**config.mk**
```make
export PLATFORM = sky130hd
export DESIGN_NAME = fifo_rd_drain
export DESIGN_NICKNAME = d
export VERILOG_FILES = /design/src/rtl/fifo_rd_drain.sv
export SDC_FILE = /design/constraint.sdc
export NUM_CORES = 1
export LEC_CHECK = 0
export ABC_AREA = 1
export ABC_CLOCK_PERIOD_IN_PS = 4290
export CAP_MARGIN = 20
export CORE_MARGIN = 2
export CORE_UTILIZATION = 42
export CTS_CLUSTER_DIAMETER = 100
export CTS_CLUSTER_SIZE = 16
export DETAILED_ROUTE_END_ITERATION = 10
export PLACE_DENSITY = 0.76
export SYNTH_ARGS = -nofsm -noshare
export SYNTH_HDL_FRONTEND = slang
export SYNTH_SLANG_ARGS = --single-unit
```
**constraint.sdc**
```tcl
create_clock -name clk -period 4.29 [get_ports clk]
set_input_delay 0.858 -clock clk [delete_from_list [all_inputs] [get_ports clk]]
set_output_delay 0.858 -clock clk [all_outputs]
set_load 0.01 [all_outputs]
```
**src/rtl/fifo_rd_drain.sv**
```systemverilog
// Read-side drain for a 2^AW-entry FIFO. It paces single-cycle rd strobes against
// a 2-entry valid/ready output buffer so that reads never underflow and words are never dropped.
module fifo_rd_drain #(
    parameter int AW     = 4,
    parameter int DW     = 8,
    parameter int RD_LAT = 1
) (
    input  logic          clk,
    input  logic          rst_n,
    input  logic          en,
    input  logic [AW-1:0] wrptr,
    input  logic [AW-1:0] rdptr,
    input  logic [DW-1:0] dout,
    output logic          rd,
    output logic          m_valid,
    output logic [DW-1:0] m_data,
    input  logic          m_ready,
    output logic [AW-1:0] fifo_level,
    output logic [1:0]    buf_cnt
);

    typedef enum logic [1:0] {IDLE, ISSUE, WAIT} state_t;

    state_t        state_q;
    logic          rd_q;
    logic          inflight_q;
    logic [1:0]    lat_cnt_q;
    logic [AW-1:0] level_q;

    logic [1:0]    cnt_q, cnt_d;
    logic [DW-1:0] head_q, head_d;
    logic [DW-1:0] tail_q, tail_d;

    logic          capture;
    logic          pop;
    logic          credit_ok;

    assign capture   = (state_q == WAIT) && (lat_cnt_q == 2'(RD_LAT));
    assign pop       = m_valid && m_ready;
    assign credit_ok = (3'(cnt_q) + 3'(inflight_q)) < 3'd2;

    assign rd         = rd_q;
    assign fifo_level = level_q;
    assign buf_cnt    = cnt_q;
    assign m_valid    = (cnt_q != 2'd0);
    assign m_data     = head_q;

    // Read sequencer. The decision uses the registered level, which already
    // reflects the rdptr advance from the previous read by the time IDLE is reached.
    always_ff @(posedge clk) begin
        if (!rst_n) begin
            state_q    <= IDLE;
            rd_q       <= 1'b0;
            inflight_q <= 1'b0;
            lat_cnt_q  <= 2'd0;
            level_q    <= '0;
        end else begin
            level_q <= wrptr - rdptr;
            case (state_q)
                IDLE: begin
                    rd_q <= 1'b0;
                    if (en && (level_q != '0) && credit_ok) begin
                        state_q    <= ISSUE;
                        rd_q       <= 1'b1;
                        inflight_q <= 1'b1;
                    end
                end
                ISSUE: begin
                    state_q   <= WAIT;
                    rd_q      <= 1'b0;
                    lat_cnt_q <= 2'd1;
                end
                WAIT: begin
                    rd_q <= 1'b0;
                    if (capture) begin
                        state_q    <= IDLE;
                        inflight_q <= 1'b0;
                    end else begin
                        lat_cnt_q <= lat_cnt_q + 2'd1;
                    end
                end
                default: begin
                    state_q <= IDLE;
                    rd_q    <= 1'b0;
                end
            endcase
        end
    end

    // Two-entry shift buffer: head drives m_data, tail only ever holds the second word.
    always_comb begin
        cnt_d  = cnt_q;
        head_d = head_q;
        tail_d = tail_q;
        case ({capture, pop})
            2'b10: begin
                if (cnt_q == 2'd0) head_d = dout;
                else               tail_d = dout;
                cnt_d = cnt_q + 2'd1;
            end
            2'b01: begin
                if (cnt_q == 2'd2) head_d = tail_q;
                cnt_d = cnt_q - 2'd1;
            end
            2'b11: begin
                if (cnt_q == 2'd1) begin
                    head_d = dout;
                end else begin
                    head_d = tail_q;
                    tail_d = dout;
                end
            end
            default: ;
        endcase
    end

    always_ff @(posedge clk) begin
        if (!rst_n) begin
            cnt_q  <= 2'd0;
            head_q <= '0;
            tail_q <= '0;
        end else begin
            cnt_q  <= cnt_d;
            head_q <= head_d;
            tail_q <= tail_d;
        end
    end

endmodule

```
# Word-level counts from Yosys, hierarchy flattened
# Cells that the tools add are included.
word_totals:
  reg_bits: 28
  in_bits: 20
  wordCells: 65
  output_inout_bits: 16
classes:
  n_addsub: 5
  muxes: 17
  magnitude_cmp: 1
  eq_ne: 15
  reduce_logical: 19
ops:
  columns: ["operator", "n"]
  rows:
  - ["$mux 8", 5]
  - ["$pmux 8 s3", 1]
  - ["$pmux 8 s2", 1]
  - ["$ne 2x2->1 const B", 7]
  - ["$reduce_bool 2->1", 5]
  - ["$reduce_and 3->1", 3]
  - ["$eq 2x1->1 const B", 4]
  - ["$eq 2x2->1 const B", 4]
  - ["$pmux 2 s2", 2]
  - ["$mux 2", 3]
  - ["$pmux 2 s3", 1]
  - ["$reduce_and 2->1", 3]
  - ["$add 2x1->2 const B", 2]
  - ["$logic_and 1x1->1", 4]
  - ["$logic_not 2->1", 2]
  - ["$reduce_bool 4->1", 1]
  - ["$sub 4x4->4", 1]
  - ["$add 2x1->3", 1]
  - ["$lt 3x2->1 const B", 1]
  - ["$mux 1", 3]
  - ["$reduce_bool 3->1", 1]
  - ["$pmux 1 s2", 1]
  - ["$sub 2x1->2 const B", 1]

# Depth between registers and ports, before layout
# Gate-level depths: netlist of run 1.
depth:
  depth_word: 5
  mapped_depth: 12
  mapped_depth_nobuf: 12

# Worst setup path after synthesis of run 1
# OpenSTA, ideal clock, no wires.
synth_timing:
  path_type: "input to register"
  start: "in m_ready"
  end: "reg head_q[0] (netlist: m_data[0])"
  path_stages: 9
  path_slack_ns: 2.333
  path_buffers: 0
  required_time_ns: 4.179
  arrival_ns: 1.845
  setup_time_ns: 0.111
  path_cell_list: "nand2_2 -> inv_1 -> ha_1 -> nand2_1 -> nand3_1 -> nand2_1 -> nand2_1 -> nor2_1 -> nor2_1"
synth_between:
  elab_chain_len: 4
  elab_cells_between_ends: 9
  classes_between: "eq/ne (5); mux (1); reduce/logical (3)"
synth_rtl:
  columns: ["item", "line", "rtl"]
  rows:
  - ["from (decl)", "17", "input logic m_ready,"]
  - ["$logic_and 1x1->1 *", "39", "assign pop = m_valid && m_ready;"]
  - ["$eq 2x1->1 or $eq 2x2->1 (tied branches)", "95", "case ({capture, pop})"]
  - ["$ne 2x2->1 (no source line) or $reduce_bool 3->1 (tied branches)", null, null]
  - ["$reduce_and 3->1 (no source line)", null, null]
  - ["to (signal assigned)", "120", "head_q <= '0;"]
  - ["to (signal assigned)", "124", "head_q <= head_d;"]
  - ["to (decl)", "31", "logic [DW-1:0] head_q, head_d;"]
# Mark *: on every way between the ends. The rest lies on a longest branch, timed or not.
# A chain may end at the register's enable or synchronous reset.

# Worst setup path in the final report of run 1
layout_timing:
  start: "reg cnt_q[0] (netlist: buf_cnt[0])"
  end: "out m_valid"
layout_between:
  elab_chain_len: 1
layout_rtl:
  columns: ["item", "line", "rtl"]
  rows:
  - ["from (decl)", "30", "logic [1:0] cnt_q, cnt_d;"]
  - ["from (signal assigned)", "123", "cnt_q <= cnt_d;"]
  - ["$reduce_bool 2->1", "45", "assign m_valid = (cnt_q != 2'd0);"]
  - ["to (decl)", "15", "output logic m_valid,"]
# No other way between the ends.

==> results of run 1 <==
state kept, by name (all words and copies together) (netlist names):
| register | flops |
|---|---|
| m_data | 8 |
| tail_q | 8 |
| buf_cnt | 2 |
| fifo_level | 4 |
| inflight_q | 1 |
| rd | 1 |
| state_q | 2 |
| lat_cnt_q | 2 |
stage by stage:
stage / power, mW / setup WS, ns / area (µm²) / hold WS [ns]
4_1_cts: 0.831 / 1.72 / 1980 / 0.479
2_1_floorplan: 0.542 / 2.33 / 1550 / 0.450
3_3_place_gp: 0.661 / 1.68 / 1930 / 0.462
3_5_place_dp: 0.665 / 1.65 / 1930 / 0.464
6_report: 0.823 / 1.74 / 1980 / 0.475
5_1_grt: 0.891 / 1.63 / 1980 / 0.512
per-layer routing:
layer	vias up	global-route usage, %
li1	751	-
met1	616	19.5
met2	31	27.0
met3	5	3.47
met4	0	7.18
met5	-	0
kinds of logic after synthesis:
logic type      count (synthesis)  synth area share (%)
simple gates                  128                  33.9
buf+inv                        45                  12.1
flops                          28                  36.3
fa+ha+maj                      14                  11.8
compound gates                 13                  4.21
xor+xnor                        3                  1.70
synth_stat cells:
master    number
inv_2          1
nand2_1       64
nand3b_1       1
o21ai_0        9
nand2_4        1
nand3_1        6
nand2_2        1
dfxtp_1       28
a21oi_1        4
nand3_2        1
xor2_1         2
clkbuf_1       1
fa_1           1
nor2_1        53
ha_1          13
inv_1         41
xnor2_1        1
clkbuf_8       1
buf_6          1
nand3b_4       1
power groups by stage:
stage	Combinational (mW)	Clock, mW	Sequential (mW)
finish	0.329	0.166	0.328
detailed placement	0.331	0	0.334
CTS	0.333	0.170	0.329
global route	0.380	0.177	0.334
global placement	0.327	0	0.334
floorplan	0.195	0	0.347
area by class of cell:
cell class | instances | area share [%]
multi-input cells | 158 | 40.3
well taps | 48 | 3.03
inverters | 42 | 7.95
clock buffers | 4 | 2.78
flip-flops and latches | 28 | 28.3
repair buffers | 35 | 17.7
worst max-delay path: cells and delay by family (launching register included):
| family | cells | cell delay, ns |
|---|---|---|
| buffers and inverters | 3 | 0.76 |
| flip-flops | 1 | 0.42 |
| adder cells (fa/ha/maj) | 1 | 0.23 |
path summary, 6_finish.rpt:
path,start,end,slack (ns),cells past startpoint
worst max-delay path,buf_cnt[0],m_valid,1.74,4
worst min-delay path,inflight_q,inflight_q,0.47,2
worst max register to register,buf_cnt[0],tail_q[4],2.19,12
worst min register to register,inflight_q,inflight_q,0.47,2
==> reports/metrics.yaml, run 1 <==
die_y_um: 64.7
route.detailed.drc: 0
cts_max_path_buffers: 2
final_common_cell: "nand2_1"
critical-path-max-stage-delay_ns: 0.55
h-tree-depth: 1
netlist.area_leader.share_pct: 36.3
finalNonFillerCells: 315
period_share_pct: 59.4
synth_area_leaders: "dfxtp_1 36%, nand2_1 16%, nor2_1 13%, ha_1 11%, inv_1 10%"
die_area_um2: 4180
fin_skew_ns: 0.00675
crit_slowest_cell: "clkdlybuf4s50_1"
power_density_nw_per_um2: 415
io_pins: 36
cts_tree: "built"
dr.max_layer_used: "met4"
hp-class: "flop to flop"
ctsResizeCount: 0
drtPass1Iterations: 4
period_minus_slack_ns: 2.55
crit_chain: "inv_1 > ha_1 > inv_2 > clkdlybuf4s50_1"
outcome: "complete, no violations"
register_area_um2: 561
syn-instance-count: 231
start_util_pct: 42.9
cp-end-kind: "output port"
seqPwrFrac_pct: 39.9
post-route-util_pct: 55.0
internal_power_mw: 0.540
cts_num_sinks: 28
grt_pass1_vias: 1286
placed_cells: 311
area_delta_synth_final_pct: 28.3
drive_above_1_share_pct: 3.37
crit_arrival_ns: 1.69
wl_met3_um: 139
numCtsBuffers: 3
root_buffer: "clkbuf_8"
routabilityCongestion: 0.857
power_frac_clock_pct: 20.2
synth_seq_cells: 28
fmax_ghz: 0.392
vias_per_cell: 4.45
fill_cells: 372
wirelength_um: 2960
critical_path_class: "flop to output port"
dp_hpwl_um: 2310
io_buffers: 35
syn_area_per_cell_um2: 6.69
grt_max_degree: 22
yosys.area.top_type: "dfxtp_1"
antenna_left: 0
required_ns: 3.43
layout_common_cells: "64 x nand2_1, 53 x nor2_1, 41 x inv_1"
die_x_um: 64.7
cts-hold-fix-buffers: 0
slew_headroom_pct: 53.6
grt_overflow: 0
setup_violations: 0
clkLatencyLatePin_ns: 0.28
setup_tns_ns: 0
yosysSeqAreaShare_pct: 36.3
drt_iter0_drc: 104
wl_met2_um: 1410
p_switching_mw: 0.283
grtUsageTotal_pct: 16.0
syn-num-nets: 265
core_um2: 3610
tightest_slew_ns: 0.693
comb_power_share_pct: 39.9
hold_violations: 0
wl_met1_um: 1360
clk_pin_slew_ns: 0.10
cp-start-kind: "flop"
yosysWarnings: 0
multi_input_area_um2: 798
vias: 1403
std_cell_rows: 22
layout.nets: 302
cap_violations: 0
post_cts_buffers: 0
wl_per_cell_um: 9.39
vdd_ir_drop_max_v: 0.000215
finalMaxSlewViolations: 0
diodes: 0
grt_pass1_wl_um: 5340
crit_fanout: 5
sw_frac_of_total_pct: 34.3
synthesis.area_um2: 1550
p_leak_nw: 0.946
antenna_found_initial: 0
ys_types: 20
rsz0062_at_grt: "no"
No activity file was read; power rests on OpenSTA's default activity.
==> run 2, diff against run 1 <==
Settings changed: ABC_CLOCK_PERIOD_IN_PS 4290 to 2300, PLACE_DENSITY 0.76 to 0.79.
Clock period 4.29 ns to 2.3 ns, I/O delays scaled along.
==> run 2 against run 1 <==
Sequential share of layout area shrank 0.21 points; worst setup slack lost 1.6 ns; critical path depth is the same; hold slack gained 0.0022 ns; global-route usage shrank 0.18 points; wire length grew 2.2%.
==> reports/metrics.yaml, run 2 (same netlist as run 1, synthesis figures left out) <==
critical-path-max-stage-delay_ns: 0.55  # about the same
vias: 1383  # was 1403
cts_max_path_buffers: 2  # unchanged
routabilityCongestion: 0.804  # was 0.857
r2r_setup_slack_ns: 0.32  # was 2.19 ns
fmax_ghz: 0.470
diodes: 0  # unchanged
clk_pin_slew_ns: 0.08  # was 0.10 ns
crit_chain: "inv_1 > ha_1 > inv_2 > clkdlybuf4s50_1"  # unchanged
required_ns: 1.84  # was 3.43 ns
cp-end-kind: "output port"  # unchanged
antenna_left: 0  # unchanged
die_y_um: 64.7  # unchanged
crit_arrival_ns: 1.67  # was 1.69 ns
crit_fanout: 5  # unchanged
dp_hpwl_um: 2360  # was 2310 µm
fill_cells: 370  # was 372
drive_above_1_share_pct: 4.09  # was 3.37%
grtUsageTotal_pct: 15.8  # was 16.0%
fin_skew_ns: 0.00976  # was 0.00675 ns
wirelength_um: 3030  # was 2960 µm
drt_iter0_drc: 85  # was 104
hold_violations: 0  # unchanged
cp-start-kind: "flop"  # unchanged
grt_pass1_wl_um: 5330  # was 5340 µm
grt_pass1_vias: 1314  # was 1286
critical_path_class: "flop to output port"  # unchanged
grt_max_degree: 21  # was 22
route.detailed.drc: 0  # unchanged
r2r_end: "tail_q[4]"  # unchanged
die_x_um: 64.7  # unchanged
cp-endpoint: "m_valid"  # unchanged
antenna_found_initial: 0  # unchanged
slew_headroom_pct: 79.9  # was 53.6%
setup_tns_ns: 0  # unchanged
r2r_cells: 12  # unchanged
power_density_nw_per_um2: 770  # was 415 nW/µm²
core_um2: 3610  # unchanged
die_area_um2: 4180  # unchanged
cp.depth: 4  # unchanged
setup_violations: 0  # unchanged
tightest_slew_ns: 0.300  # was 0.693 ns
std_cell_rows: 22  # unchanged
layout.nets: 304  # was 302
fin_area_um2: 2000  # was 1980 µm²
hold_ws_ns: 0.477  # was 0.475 ns
vias_per_cell: 4.36  # was 4.45
io_pins: 36  # unchanged
finalMaxSlewViolations: 0  # unchanged
numCtsBuffers: 3  # unchanged
cap_violations: 0  # unchanged
wl_per_cell_um: 9.54  # was 9.39 µm
drtPass1Iterations: 4  # unchanged
grt_overflow: 0  # unchanged
place_area_um2: 1940  # was 1930 µm²
area_delta_synth_final_pct: 29.2  # was 28.3%
crit_slowest_cell: "clkdlybuf4s50_1"  # unchanged
hp-class: "flop to flop"  # unchanged
worst-path-buf-inv: 3  # unchanged
post_cts_buffers: 0  # unchanged
final_common_cell: "nand2_1"  # unchanged
outcome: "complete, no violations"  # unchanged
io_buffers: 35  # unchanged
cts_tree: "built"  # unchanged
root_buffer: "clkbuf_8"  # unchanged
cts-hold-fix-buffers: 0  # unchanged
vdd_ir_drop_max_v: 0.000448  # was 0.000215 V
ctsResizeCount: 0  # unchanged
cts_num_sinks: 28  # unchanged
h-tree-depth: 1  # unchanged
critical_path.startpoint: "buf_cnt[0]"  # unchanged
rsz0062_at_grt: "no"  # unchanged
p_leak_nw: 0.956  # was 0.946 nW
rr_startpoint: "buf_cnt[0]"  # unchanged
period_minus_slack_ns: 2.13
period_share_pct: 92.5
clkLatencyLatePin_ns: 0.27  # was 0.28 ns
critPathTopFamily: "buffers and inverters"  # unchanged
post-route-util_pct: 55.4  # was 55.0%
layout_common_cells: "64 x nand2_1, 53 x nor2_1, 41 x inv_1"  # unchanged
start_util_pct: 42.9  # unchanged
[run 2: cell count changes in the layout (fill, tap and decap cells not counted)]
cell,delta
buf_4,+2
[run 2: metal layers]
metal	GRT usage [%]	wire length [µm]	up-vias
li1	-	-	754
met1	18.1	1380	599
met2	29.7	1490	26
met3	4.34	132	4
met4	2.39	25	0
met5	0	0	-
[run 2: worst reg2reg max path, stage by stage (launching register included)]
cell and delay (ns):
dfxtp_1 0.41, inv_1 0.10, ha_1 0.23, inv_2 0.11, nand2_2 0.10, inv_1 0.11
ha_1 0.20, inv_1 0.05, nand2_1 0.06, nand3_2 0.14, inv_1 0.25, nor2_1 0.06
nor2_1 0.09
[run 2: final cells by class]
cell class	count	area [µm²]	share of cell area, %
clock buffers	4	55.1	2.76
well taps	48	60.1	3.01
flip-flops and latches	28	561	28.1
inverters	42	158	7.89
repair buffers	37	365	18.3
multi-input cells	158	798	40.0
[run 2: stage by stage]
stage | total power [mW] | cells | setup WS, ns
CTS | 1.55 | 317 | 0.159
floorplan | 1.01 | 231 | 0.440
finish | 1.54 | 317 | 0.173
global placement | 1.24 | 313 | 0.202
detailed placement | 1.25 | 313 | 0.161
global route | 1.66 | 317 | 0.0167
[run 2: how the worst min path moves through the flow]
stage | from | to | depth (start not counted)
floorplan | inflight_q | inflight_q | 2
global placement | inflight_q | inflight_q | 2
detailed placement | inflight_q | inflight_q | 2
CTS | inflight_q | inflight_q | 2
global route | inflight_q | inflight_q | 2
finish | inflight_q | inflight_q | 2
[run 2: report_power, final]
group	leakage (nW)	internal [mW]	switching, mW
combinational	0.698	0.296	0.331
clock	0.0288	0.153	0.144
sequential	0.228	0.565	0.0467
total	0.956	1.01	0.522
==> run 3, diff against run 2 <==
Settings changed: ABC_AREA 1 to not set, PLACE_DENSITY 0.79 to 0.8.
==> run 3 against run 2 <==
Critical path depth increased by 5; clock power increased by 10%; sequential cell count unchanged; sequential power increased by 1%; via count decreased by 15%.
==> reports/metrics.yaml, run 3 <==
outcome: "complete, no violations"  # unchanged
drt_iter0_drc: 65  # was 85
tightest_slew_ns: 0.505  # was 0.300 ns
critPathTopFamily: "simple AND/OR/NAND/NOR gates"  # was buffers and inverters
die_y_um: 62.5  # was 64.7 µm
synth_seq_cells: 28  # unchanged
layout_common_cells: "35 x clkdlybuf4s50_1, 28 x dfxtp_1, 13 x nor2b_1, 13 x ha_1, 12 x inv_1"  # was 64 x nand2_1, 53 x nor2_1, 41 x inv_1
clk_pin_slew_ns: 0.15  # was 0.08 ns
period_share_pct: 95.1  # was 92.5%
r2r_cells: 9  # was 12
route.detailed.drc: 0  # unchanged
setup_violations: 0  # unchanged
area_delta_synth_final_pct: 32.1  # was 29.2%
core_um2: 3310  # was 3610 µm²
hold_violations: 0  # unchanged
cts_num_sinks: 28  # unchanged
synthesis.area_um2: 1440  # was 1550 µm²
period_minus_slack_ns: 2.19  # was 2.13 ns
grtUsageTotal_pct: 14.9  # was 15.8%
cp-end-kind: "flop"  # was output port
vias: 1169  # was 1383
drive_above_1_share_pct: 9.84  # was 4.09%
drtPass1Iterations: 4  # unchanged
synthTopCellsByCount: "28 x dfxtp_1, 13 x ha_1, 13 x nor2b_1"  # was 64 x nand2_1, 53 x nor2_1, 41 x inv_1
yosysSeqAreaShare_pct: 39.0  # was 36.3%
required_ns: 2.55  # was 1.84 ns
async_reset_ff_share_pct: 0  # unchanged
cap_violations: 0  # unchanged
std_cell_rows: 21  # was 22
cts-hold-fix-buffers: 0  # unchanged
vdd_ir_drop_max_v: 0.000245  # was 0.000448 V
die_x_um: 62.5  # was 64.7 µm
cts_tree: "built"  # unchanged
yosys.area.top_type: "dfxtp_1"  # unchanged
grt_pass1_vias: 1197  # was 1314
clkLatencyLatePin_ns: 0.34  # was 0.27 ns
yosysWarnings: 0  # unchanged
antenna_found_initial: 0  # unchanged
dp_hpwl_um: 2340  # was 2360 µm
grt_overflow: 0  # unchanged
diodes: 0  # unchanged
critical_path_class: "flop to flop"  # was flop to output port
cp.depth: 9  # was 4
crit_slowest_cell: "dfxtp_1"  # was clkdlybuf4s50_1
yosysMostFrequentCell: "dfxtp_1"  # was nand2_1
crit_arrival_ns: 2.44  # was 1.67 ns
critical_path.startpoint: "lat_cnt_q[0]"  # was buf_cnt[0]
syn_area_per_cell_um2: 9.91  # was 6.69 µm²
cp-start-kind: "flop"  # unchanged
io_pins: 36  # unchanged
power_density_nw_per_um2: 813  # was 770 nW/µm²
synth_area_leaders: "dfxtp_1 39%, ha_1 11%, mux2i_1 6.3%, nor2b_1 5.7%, a22oi_1 4.2%"  # was dfxtp_1 36%, nand2_1 16%, nor2_1 13%, ha_1 11%, inv_1 10%
wirelength_um: 2930  # was 3030 µm
syn-instance-count: 145  # was 231
crit_fanout: 8  # was 5
io_buffers: 35  # unchanged
total_power_mw: 1.54  # about the same
synth-edff-count: 0  # unchanged
rr_startpoint: "lat_cnt_q[0]"  # was buf_cnt[0]
fill_cells: 315  # was 370
fin_skew_ns: 0.00947  # was 0.00976 ns
place_area_um2: 1840  # was 1940 µm²
hp-class: "flop to flop"  # unchanged
netlist.area_leader.share_pct: 39.0  # was 36.3%
hold_start: "inflight_q"  # unchanged
root_buffer: "clkbuf_4"  # was clkbuf_8
h-tree-depth: 1  # unchanged
p_leak_nw: 0.825  # was 0.956 nW
die_area_um2: 3900  # was 4180 µm²
final_common_cell: "clkdlybuf4s50_1"  # was nand2_1
routabilityCongestion: 0.718  # was 0.804
crit_chain: "ha_1 > nand2_1 > or2_1 > inv_1 > ha_1 > nand2b_1 > a22o_2 > mux2i_1 > nor2b_1"  # was inv_1 > ha_1 > inv_2 > clkdlybuf4s50_1
crit_top_cell: "ha_1"
synth_ff_type: "dfxtp_1"  # unchanged
critical-path-max-stage-delay_ns: 0.42  # was 0.55 ns
syn-num-nets: 179  # was 265
wl_per_cell_um: 12.8  # was 9.54 µm
fmax_ghz: 0.457  # was 0.470 GHz
post_cts_buffers: 0  # unchanged
grt_pass1_wl_um: 4810  # was 5330 µm
ys_types: 35  # was 20
vias_per_cell: 5.10  # was 4.36
post-route-util_pct: 57.3  # was 55.4%
placed_cells: 225  # was 313
worst-path-buf-inv: 1  # was 3
numCtsBuffers: 3  # unchanged
rsz0062_at_grt: "no"  # unchanged
slew_headroom_pct: 66.0  # was 79.9%
start_util_pct: 43.4  # was 42.9%
layout.nets: 218  # was 304
finalNonFillerCells: 229  # was 317
cts_max_path_buffers: 2  # unchanged
finalMaxSlewViolations: 0  # unchanged
grt_max_degree: 17  # was 21
fin_area_um2: 1900  # was 2000 µm²
antenna_left: 0  # unchanged
hold_path_depth: 1  # was 2
run 3: area by class of cell:
| class | instances | area [µm²] | share of cell area (%) |
|---|---|---|---|
| Clock buffer | 3 | 22.5 | 1.19 |
| Sequential cell | 28 | 561 | 29.5 |
| Clock inverter | 1 | 30.0 | 1.58 |
| Timing Repair Buffer | 39 | 380 | 20.0 |
| Inverter | 13 | 48.8 | 2.57 |
| Multi-Input combinational cell | 99 | 798 | 42.1 |
| Tap cell | 46 | 57.6 | 3.03 |
run 3: layer usage:
layer	wire, µm	global-route usage (%)	vias up
li1	-	-	573
met1	1200	15.4	546
met2	1530	29.2	41
met3	115	0.721	9
met4	89	9.17	0
met5	0	0	-
run 3: cells by family (layout without fill, tap and decap cells):
group,Yosys count,in the layout,share of synthesized area [%]
buffers and inverters,18,56,6.01
XOR/XNOR,3,3,1.83
AND/OR/NAND/NOR,34,34,14.1
adder cells (fa/ha/maj),14,14,12.7
flip-flops,28,28,39.0
multiplexers,10,10,7.06
AO/OA/AOI/OAI,38,38,19.3
run 3: per-stage QoR:
step                worst slack (ns)  hold slack [ns]  setup TNS (ns)
floorplan                      0.322            0.451               0
global placement              0.0899            0.460               0
detailed placement           -0.0753            0.470          -0.187
CTS                           0.0988            0.503               0
global route                  0.0325            0.514               0
finish                         0.112            0.498               0
run 3: final timing paths:
check / to / slack [ns]
worst max register to register: tail_q[2] / 0.11
worst max-delay path: tail_q[2] / 0.11
worst min-delay path: inflight_q / 0.50
worst min register to register: inflight_q / 0.50
run 3: what timing repair did:
item                                    4_1_cts  5_1_grt
gates resized for setup                       1        1
endpoints found under the hold margin         0        0
endpoints found under the setup margin        1        5
run 3: power by group:
| group | total (mW) | internal [mW] | switching, mW |
|---|---|---|---|
| Clock | 0.327 | 0.177 | 0.150 |
| Combinational | 0.595 | 0.313 | 0.282 |
| Sequential | 0.621 | 0.564 | 0.0567 |
| Total | 1.54 | 1.05 | 0.489 |
